==> src/rtl/rr_grant_scheduler_if.sv <==
// Request/grant bundle between N requesting masters and the round-robin
// scheduler.
//
// Protocol: a requester raises req[i] to ask for the shared resource and keeps
// it high for the whole time it needs the resource. grant[i] is the registered
// answer. A requester may use the resource only in cycles where grant[i] is
// high. Dropping req[i] releases the resource, and the grant falls after the
// next clock edge. No other handshake exists.
interface rr_grant_scheduler_if #(
  parameter int N = 4
);
  localparam int OW = $clog2(N);

  logic [N-1:0]  req;
  logic [N-1:0]  grant;
  logic [OW-1:0] owner;
  logic          busy;
  logic          timeout;
  logic          state_dbg;   // 0 = IDLE, 1 = HELD

  modport master (
    output req,
    input  grant, owner, busy, timeout, state_dbg
  );

  modport slave (
    input  req,
    output grant, owner, busy, timeout, state_dbg
  );
endinterface

==> src/rtl/rr_grant_scheduler.sv <==
// Registered N-way round-robin scheduler with request/hold semantics.
// The search for the next owner starts one position after the previous owner.
// A non-owner request never preempts the current owner.
// Optional feature macro: RR_GRANT_TIMEOUT_EN. When it is defined, the design
// forces a tenure to end after MAX_HOLD grant cycles and pulses timeout.
module rr_grant_scheduler #(
  parameter int N        = 4,
  parameter int MAX_HOLD = 8
) (
  input  logic                 clock,
  input  logic                 reset,
  rr_grant_scheduler_if.slave  bus
);

  localparam int OW = $clog2(N);

  if (N < 2 || N > 16) begin : g_bad_n
    $error("rr_grant_scheduler: N must be in 2..16");
  end
  if (MAX_HOLD < 1 || MAX_HOLD > 255) begin : g_bad_hold
    $error("rr_grant_scheduler: MAX_HOLD must be in 1..255");
  end

  typedef enum logic {
    ST_IDLE = 1'b0,
    ST_HELD = 1'b1
  } state_t;

  state_t        state_q, state_d;
  logic [N-1:0]  grant_q, grant_d;
  logic [OW-1:0] owner_q, owner_d;
  logic [OW-1:0] last_q,  last_d;

  logic [N-1:0]  cand;
  logic          win_found;
  logic [OW-1:0] win_idx;
  logic [OW-1:0] pidx;
  int            pos;
  logic          release_own;
  logic          force_rel;

`ifdef RR_GRANT_TIMEOUT_EN
  localparam logic [7:0] HOLD_LIMIT = 8'(MAX_HOLD);
  logic [7:0] cnt_q, cnt_d;
  logic       timeout_q, timeout_d;
`endif

  // Rotating priority search: candidates are scanned from last+1 upward.
  // While HELD, the current owner is masked out. A released or timed-out owner
  // therefore cannot win on the edge that ends its own tenure.
  always_comb begin
    cand      = bus.req;
    win_found = 1'b0;
    win_idx   = '0;
    pos       = 0;
    pidx      = '0;
    if (state_q == ST_HELD) begin
      cand[owner_q] = 1'b0;
    end
    for (int off = 1; off <= N; off++) begin
      pos = int'(last_q) + off;
      if (pos >= N) begin
        pos = pos - N;
      end
      pidx = pos[OW-1:0];
      if (!win_found && cand[pidx]) begin
        win_found = 1'b1;
        win_idx   = pidx;
      end
    end
  end

  // Next-state logic: the grant is kept while the owner holds its request.
  // On release (or forced release) the grant passes directly to the winner,
  // or the block falls to IDLE.
  always_comb begin
    state_d     = state_q;
    grant_d     = grant_q;
    owner_d     = owner_q;
    last_d      = last_q;
    release_own = 1'b0;
    force_rel   = 1'b0;
`ifdef RR_GRANT_TIMEOUT_EN
    cnt_d       = cnt_q;
    timeout_d   = 1'b0;
`endif
    case (state_q)
      ST_IDLE: begin
        if (win_found) begin
          state_d          = ST_HELD;
          grant_d          = '0;
          grant_d[win_idx] = 1'b1;
          owner_d          = win_idx;
          last_d           = win_idx;
`ifdef RR_GRANT_TIMEOUT_EN
          cnt_d            = 8'd0;
`endif
        end
      end
      ST_HELD: begin
        release_own = !bus.req[owner_q];
`ifdef RR_GRANT_TIMEOUT_EN
        // The count reaching the limit on this edge means the owner has had
        // MAX_HOLD visible grant cycles.
        force_rel   = !release_own && ((cnt_q + 8'd1) == HOLD_LIMIT);
        timeout_d   = force_rel;
`endif
        if (release_own || force_rel) begin
          if (win_found) begin
            grant_d          = '0;
            grant_d[win_idx] = 1'b1;
            owner_d          = win_idx;
            last_d           = win_idx;
`ifdef RR_GRANT_TIMEOUT_EN
            cnt_d            = 8'd0;
`endif
          end else begin
            state_d = ST_IDLE;
            grant_d = '0;
          end
        end else begin
`ifdef RR_GRANT_TIMEOUT_EN
          cnt_d = cnt_q + 8'd1;
`endif
        end
      end
      default: begin
        state_d = ST_IDLE;
        grant_d = '0;
      end
    endcase
  end

  // State registers. Reset drops any grant, and requester 0 becomes first in
  // line because last is set to N-1.
  always_ff @(posedge clock) begin
    if (reset) begin
      state_q <= ST_IDLE;
      grant_q <= '0;
      owner_q <= '0;
      last_q  <= OW'(N - 1);
    end else begin
      state_q <= state_d;
      grant_q <= grant_d;
      owner_q <= owner_d;
      last_q  <= last_d;
    end
  end

`ifdef RR_GRANT_TIMEOUT_EN
  // Hold counter and the one-cycle timeout pulse.
  always_ff @(posedge clock) begin
    if (reset) begin
      cnt_q     <= 8'd0;
      timeout_q <= 1'b0;
    end else begin
      cnt_q     <= cnt_d;
      timeout_q <= timeout_d;
    end
  end

  assign bus.timeout = timeout_q;
`else
  assign bus.timeout = 1'b0;
`endif

  assign bus.grant     = grant_q;
  assign bus.owner     = owner_q;
  assign bus.busy      = (state_q == ST_HELD);
  assign bus.state_dbg = state_q;

endmodule
==> src/flat_wrapper.sv <==
// flat-port wrapper written by rule: the top's interface ports become plain ports
module rr_grant_scheduler_flat 
#(
  parameter int N        = 4,
  parameter int MAX_HOLD = 8
)
  (clock, reset, bus_req, bus_grant, bus_owner, bus_busy, bus_timeout, bus_state_dbg);
  rr_grant_scheduler_if #(.N(N)) bus_i ();
  input  logic clock;
  input  logic reset;
  input wire logic [$bits(bus_i.req)-1:0] bus_req;
  output wire logic [$bits(bus_i.grant)-1:0] bus_grant;
  output wire logic [$bits(bus_i.owner)-1:0] bus_owner;
  output wire logic [$bits(bus_i.busy)-1:0] bus_busy;
  output wire logic [$bits(bus_i.timeout)-1:0] bus_timeout;
  output wire logic [$bits(bus_i.state_dbg)-1:0] bus_state_dbg;
  assign bus_i.req = bus_req;
  assign bus_grant = bus_i.grant;
  assign bus_owner = bus_i.owner;
  assign bus_busy = bus_i.busy;
  assign bus_timeout = bus_i.timeout;
  assign bus_state_dbg = bus_i.state_dbg;
  rr_grant_scheduler #(.N(N), .MAX_HOLD(MAX_HOLD)) u_core (.clock(clock), .reset(reset), .bus(bus_i));
endmodule
==> config.mk <==
export PLATFORM = sky130hd
export DESIGN_NAME = rr_grant_scheduler_flat
export DESIGN_NICKNAME = d
export VERILOG_FILES = /design/src/rtl/rr_grant_scheduler_if.sv /design/src/rtl/rr_grant_scheduler.sv /design/src/flat_wrapper.sv
export SDC_FILE = /design/constraint.sdc
export NUM_CORES = 1
export LEC_CHECK = 0
export CAP_MARGIN = 20
export CORE_MARGIN = 2
export CORE_UTILIZATION = 41
export CTS_CLUSTER_SIZE = 8
export DETAILED_ROUTE_END_ITERATION = 6
export GPL_TIMING_DRIVEN = 0
export HOLD_SLACK_MARGIN = 0.06
export PLACE_DENSITY = 0.76
export SLEW_MARGIN = 20
export SYNTH_ARGS = -nofsm -noshare
export SYNTH_HDL_FRONTEND = slang
export SYNTH_SLANG_ARGS = --single-unit
==> constraint.sdc <==
create_clock -name clock -period 1.7 [get_ports clock]
set_input_delay 0.34 -clock clock [delete_from_list [all_inputs] [get_ports clock]]
set_output_delay 0.34 -clock clock [all_outputs]
set_load 0.02 [all_outputs]
==> run_results.csv, run 1 <==
group,metric,value,unit
status,outcome,"complete, no violations",
pwr,ir_drop,605,uV
logic_synthesis,yosys_warnings,0,
critical_path,critPathMaxFanout,8,
detailed_routing,first_pass_iters,2,
detailed_routing,routed_wl,1390,um
placement,gp_congestion,0.802,
sta,clock.fmax,590,MHz
detailed_routing,drc,0,
grt,antenna_found_initial,0,
grt,grt_max_degree,11,
worst_hold_path,hold_class,"register to register",
finish,layout_common_cells,"nand2_1, buf_4, clkdlybuf4s50_1, dfxtp_1, dlygate4sd2_1",
detailed_routing,detail_route.wl_per_cell,14.2,um
pwr,p_comb_share,47.3,%
critical_path,start_kind,"primary input",
finish,fillers,112,
cts,clk_latency,0.26,ns
sta,drv_slew,0,
cts,htree_num_levels,1,
detailed_routing,postRouteAntennaNets,0,
logic_synthesis,netlist_instances,65,
detailed_routing,viasPerCell,5.77,
grt,grt_pass1_vias,568,
logic_synthesis,synthArstFlopShare,0,%
logic_synthesis,synth_edf_count,0,
pwr,p_sw,0.321,mW
sta,rsz0062_at_grt,"yes",
pwr,p_seq_share,34.2,%
critical_path,required,1.91,ns
sta,hold_violations,0,
grt,grt_pass1_wl,2440,um
critical_path,reg2reg_depth,5,
logic_synthesis,syn_area,588,sq um
sta,skew,0.00612,ns
logic_synthesis,synth_flop_cell,"dfxtp_1",
logic_synthesis,yosysSeqAreaShare,30.6,%
sta,fin_crit,1.70,ns
detailed_routing,drt_iter0_markers,9,
die,die_w,41.9,um
die,die-area,1750,sq um
sta,finalCritPeriodShare,99.7,%
cts,cts_root_buf,"clkbuf_4",
critical_path,cpPeakStageDelay,0.38,ns
critical_path,arrival,1.90,ns
die,start_util,44.6,%
pwr,cellLeakagePower,0.304,nW
placement,dp_hpwl,984,um
logic_synthesis,yosysUniqueCellTypes,34,
run,max-cap-violations,0,
cts,clock-sinks,9,
pwr,total_power,0.877,mW
grt,grt_overflow_total,0,
sta,whs,0.468,ns
placement,numPortBuffers,12,
logic_synthesis,syn_nets,71,
die,core,1320,sq um
logic_synthesis,synth_area_per_cell,9.05,sq um
pwr,internal_power,0.556,mW
die,rows,13,
cts,numCtsBuffers,3,
finish,antennaDiodeCount,0,
sta,setup_viol,0,
pwr,p_per_area,1090,nW/um^2
finish,ff_latch_area,186,sq um
logic_synthesis,synth_seq_cells,9,
finish,finalNetCount,90,
cts,cts_tree,"done",
critical_path,crit_chain,"dlygate4sd2_1 -> mux2_4 -> o22a_4 -> or3_4 -> a21oi_4 -> a22o_1",
worst_hold_path,min_path_cells,1,
cts,cts.reportedPaths.clkPinSlew,0.06,ns
critical_path,crit_type,"primary input to register",
finish,post_route_cells_drive_above_1_share,32.5,%
die,die_y,41.9,um
cts,cts_max_path_buffers,2,
critical_path,endpoint_kind,"register",
finish,syn2layout_area_growth,37.2,%
sta,tns,0,ns
detailed_routing,num_vias,565,
die,ioPinCount,15,
pwr,p_clk_share,18.5,%
finish,multi_input_area,423,sq um
grt,track_usage,17.7,%
critical_path,critPathSlowestCell,"or3_4",
pwr,netSwitchingFraction,36.6,%
-- synthesized netlist by cell type (2+ instances only) --
cell       count  area, sq um
nand2b_1       3         18.8
o22a_1         2         17.5
nand3b_1       3         22.5
a21oi_1        4         20.0
mux2_2         3         33.8
buf_4          2         15.0
nor2_1         4         15.0
o21a_1         2         15.0
o22ai_1        2         12.5
dfxtp_1        9          180
o2bb2ai_1      2         17.5
nand2_1        6         22.5
mux2i_1        2         20.0
-- sequential cells by signal, summed over array words and instances (netlist names) --
name              cells
u_core.bus.grant      4
u_core.bus.owner      2
u_core.last_q         2
u_core.bus.busy       1
-- critical path, delay by kind of cell --
family                 cells  cell delay [ns]
AO/OA/AOI/OAI              3             0.55
AND/OR/NAND/NOR            1             0.38
multiplexers               1             0.31
buffers and inverters      1             0.32
-- power by group through the flow --
stage / clock network (mW) / logic [mW] / registers (mW)
CTS: 0.166 / 0.385 / 0.297
floorplan: 0 / 0.221 / 0.328
global placement: 0 / 0.365 / 0.298
global route: 0.181 / 0.446 / 0.308
detailed placement: 0 / 0.372 / 0.300
finish: 0.163 / 0.415 / 0.300
-- final cells by class --
class / count / share of cell area, %
timing repair buffer: 14 / 15.7
clock buffer: 4 / 3.26
buffer: 4 / 3.26
multi-input combinational: 52 / 52.4
tap: 15 / 2.33
sequential: 9 / 23.1
-- cell families (layout without fill, tap and decap cells) --
logic type      Yosys count  count (layout)  synth area share (%)
compound gates           24              24                  33.6
buf+inv                   4              22                  4.04
simple gates             21              21                  19.4
mux                       6               6                  11.7
flops                     9               9                  30.6
other cells               1               1                 0.638
-- per-stage QoR --
step | worst slack [ns] | instances | cell area (sq um) | utilization (%)
global placement | -0.501 | 92 | 734 | 55.7
finish | 0.00482 | 98 | 807 | 61.3
CTS | 0.00629 | 97 | 772 | 58.6
floorplan | 0.0346 | 65 | 596 | -
global route | -0.0553 | 98 | 807 | 61.3
detailed placement | -0.518 | 92 | 734 | 55.7
-- metal layers --
| metal | global-route usage [%] | part of all wire, % | vias up |
|---|---|---|---|
| met5 | 0 | 0 | - |
| met2 | 32.2 | 48 | 16 |
| li1 | - | - | 282 |
| met3 | 3.04 | 4.5 | 2 |
| met4 | 7.74 | 1.3 | 0 |
| met1 | 19.7 | 46 | 265 |
-- repair_timing --
| item | in CTS | in global routing |
|---|---|---|
| setup endpoints to repair | 9 | 5 |
| endpoints found under the hold margin | 0 | 0 |
| hold buffers | 0 | 0 |
| buffers inserted | 1 | 1 |
| resized for setup | 8 | 8 |
| pin swaps | 3 | 1 |
-- final timing paths --
check | from | to | slack (ns)
worst max-delay path | bus_req[1] | u_core.bus.grant[0]$_SDFFE_PP0P_ | 0.005
worst min-delay path | u_core.bus.grant[3]$_SDFFE_PP0P_ | u_core.bus.grant[3]$_SDFFE_PP0P_ | 0.47
worst max register to register | u_core.bus.owner[0]$_SDFFE_PP0P_ | u_core.bus.grant[0]$_SDFFE_PP0P_ | 0.01
worst min register to register | u_core.bus.grant[3]$_SDFFE_PP0P_ | u_core.bus.grant[3]$_SDFFE_PP0P_ | 0.47
No activity file was read; power rests on OpenSTA's default activity.
==> inputs of run 2 (changes only) <==
--- a/config.mk
+++ b/config.mk
@@ -10,7 +10,6 @@
 export CORE_UTILIZATION = 41
 export CTS_CLUSTER_SIZE = 8
 export DETAILED_ROUTE_END_ITERATION = 6
-export GPL_TIMING_DRIVEN = 0
 export HOLD_SLACK_MARGIN = 0.06
 export PLACE_DENSITY = 0.76
 export SLEW_MARGIN = 20
==> run_results.csv, run 2 (synthesis results as in run 1) <==
group,metric,value,unit
status,outcome,"complete, no violations",
die,die_w,41.9,um
cts,clock-sinks,9,
sta,finalCritPeriodShare,97.8,%
sta,skew,0.00608,ns
worst_hold_path,hold_class,"register to register",
pwr,p_clk_share,18.4,%
sta,clock.fmax,601,MHz
cts,cts_tree,"done",
grt,grt_max_degree,11,
die,start_util,44.6,%
detailed_routing,wl_met3,41,um
finish,ff_latch_area,186,sq um
pwr,internal_power,0.567,mW
grt,grt_pass1_wl,2190,um
detailed_routing,postRouteAntennaNets,0,
die,die_y,41.9,um
die,ioPinCount,15,
placement,dp_hpwl,1050,um
detailed_routing,drt-met1-wl,643,um
sta,fin_crit,1.66,ns
critical_path,endpoint_kind,"register",
finish,finalNetCount,97,
cts,cts_root_buf,"clkbuf_4",
die,core,1320,sq um
detailed_routing,first_pass_iters,3,
pwr,p_sw,0.317,mW
critical_path,crit_chain,"mux2_4 -> o22a_4 -> or3_4 -> a21oi_4 -> a22o_1",
sta,setup_ws,0.0368,ns
placement,numPortBuffers,13,
worst_hold_path,holdPathEnd,"u_core.bus.grant[3]$_SDFFE_PP0P_",
detailed_routing,routed_wl,1370,um
pwr,ir_drop,656,uV
critical_path,path_buf_inv,0,
cts,htree_num_levels,1,
detailed_routing,drc,0,
finish,multi_input_area,407,sq um
sta,setup_viol,0,
detailed_routing,num_vias,578,
run,max-cap-violations,0,
finish,largest_reg_flops,4,
finish,fin_util,64.7,%
pwr,p_per_area,1040,nW/um^2
grt,track_usage,16.5,%
sta,rsz0062_at_grt,"yes",
critical_path,rr_endpoint,"u_core.bus.grant[0]$_SDFFE_PP0P_",
pwr,p_comb_share,47.6,%
pwr,cellLeakagePower,0.354,nW
pwr,p_seq_share,34.0,%
finish,mostFrequentLayoutCell,"buf_4",
sta,hold_violations,0,
die,die-area,1750,sq um
finish,post_route_cells_drive_above_1_share,33.3,%
worst_hold_path,min_path_cells,1,
detailed_routing,routed.top_layer,"met4",
sta,drv_slew,0,
worst_hold_path,min_from,"u_core.bus.grant[3]$_SDFFE_PP0P_",
detailed_routing,drt_iter0_markers,5,
cts,clk_latency,0.26,ns
grt,grt_pass1_vias,548,
critical_path,cp_top_family,"compound AO/OA/AOI/OAI gates",
cts,numCtsBuffers,3,
grt,antenna_found_initial,0,
detailed_routing,viasPerCell,5.50,
finish,fillers,122,
pwr,netSwitchingFraction,35.8,%
placement,gp_congestion,0.795,
detailed_routing,dr_wl_met2,665,um
cts,cts_max_path_buffers,2,
critical_path,start_kind,"register",
critical_path,reg2reg_slack,0.04,ns
detailed_routing,detail_route.wl_per_cell,13.1,um
critical_path,required,1.91,ns
finish,antennaDiodeCount,0,
critical_path,reg2reg_depth,5,
finish,layout_common_cells,"buf_4, dlygate4sd2_1, nand2_1, dfxtp_1, clkdlybuf4s50_1",
critical_path,cpPeakStageDelay,0.40,ns
placement,dpl_worst_slack,-0.345,ns
die,rows,13,
critical_path,crit_type,"register to register",
grt,grt_overflow_total,0,
cts,cts.reportedPaths.clkPinSlew,0.06,ns
critical_path,r2r_start,"u_core.bus.owner[0]$_SDFFE_PP0P_",
critical_path,arrival,1.87,ns
critical_path,critPathSlowestCell,"or3_4",
finish,syn2layout_area_growth,44.9,%
critical_path,critPathMaxFanout,4,
-- run 2: cell types whose count changed in the layout (fill, tap and decap cells not counted), sizes merged --
cell	previous run	this run
clkdlybuf4s50	6	5
dlygate4sd2	5	7
buf	6	12
dlymetal6s2s	0	1
clkbuf	5	4
-- run 2: how the worst max path moves through the flow --
stage | start | to | slack (ns) | depth (start not counted)
floorplan | u_core.bus.busy$_SDFF_PP0_ | u_core.bus.grant[0]$_SDFFE_PP0P_ | 0.03 | 5
global placement | bus_req[1] | u_core.bus.grant[3]$_SDFFE_PP0P_ | -0.31 | 6
detailed placement | bus_req[1] | u_core.bus.grant[0]$_SDFFE_PP0P_ | -0.34 | 6
CTS | u_core.bus.owner[0]$_SDFFE_PP0P_ | u_core.bus.grant[0]$_SDFFE_PP0P_ | -0.003 | 5
global route | u_core.bus.owner[0]$_SDFFE_PP0P_ | u_core.bus.grant[3]$_SDFFE_PP0P_ | -0.005 | 5
finish | u_core.bus.owner[0]$_SDFFE_PP0P_ | u_core.bus.grant[0]$_SDFFE_PP0P_ | 0.04 | 5
-- run 2: cell type report --
| class | count | area share [%] |
|---|---|---|
| Multi-Input combinational cell | 52 | 47.7 |
| Timing Repair Buffer | 25 | 25.1 |
| Sequential cell | 9 | 21.9 |
| Clock buffer | 4 | 3.08 |
| Tap cell | 15 | 2.20 |
-- run 2: timing repair --
action                     in CTS  in global routing
buffers inserted                1                  0
gates resized for setup         9                  6
pin swaps                       5                  1
setup endpoints to repair       6                  8
hold buffers                    0                  0
-- run 2: power groups by stage --
stage	Clock, mW	Combinational, mW	Sequential (mW)
3_3_place_gp	0	0.397	0.306
6_report	0.163	0.420	0.301
3_5_place_dp	0	0.401	0.307
2_1_floorplan	0	0.221	0.328
5_1_grt	0.176	0.459	0.306
4_1_cts	0.167	0.409	0.300
-- run 2: per-layer routing --
| metal | vias up | global-route usage (%) |
|---|---|---|
| li1 | 295 | - |
| met1 | 263 | 18.3 |
| met2 | 16 | 28.7 |
| met3 | 4 | 4.35 |
| met4 | 0 | 7.74 |
| met5 | - | 0 |
-- run 2: through the flow --
stage	area (sq um)	instances	power [mW]	setup TNS (ns)	hold slack, ns
global route	852	105	0.941	-0.0148	0.486
finish	852	105	0.884	0	0.465
CTS	831	105	0.877	-0.00250	0.467
global placement	801	100	0.703	-1.99	0.453
floorplan	596	65	0.549	0	0.468
detailed placement	801	100	0.709	-2.21	0.449
==> inputs of run 3 (changes only) <==
--- a/config.mk
+++ b/config.mk
@@ -5,7 +5,6 @@
 export SDC_FILE = /design/constraint.sdc
 export NUM_CORES = 1
 export LEC_CHECK = 0
-export CAP_MARGIN = 20
 export CORE_MARGIN = 2
 export CORE_UTILIZATION = 41
 export CTS_CLUSTER_SIZE = 8
==> results of run 3 <==
Final layout, timing and power as in run 2 (identical DEF).
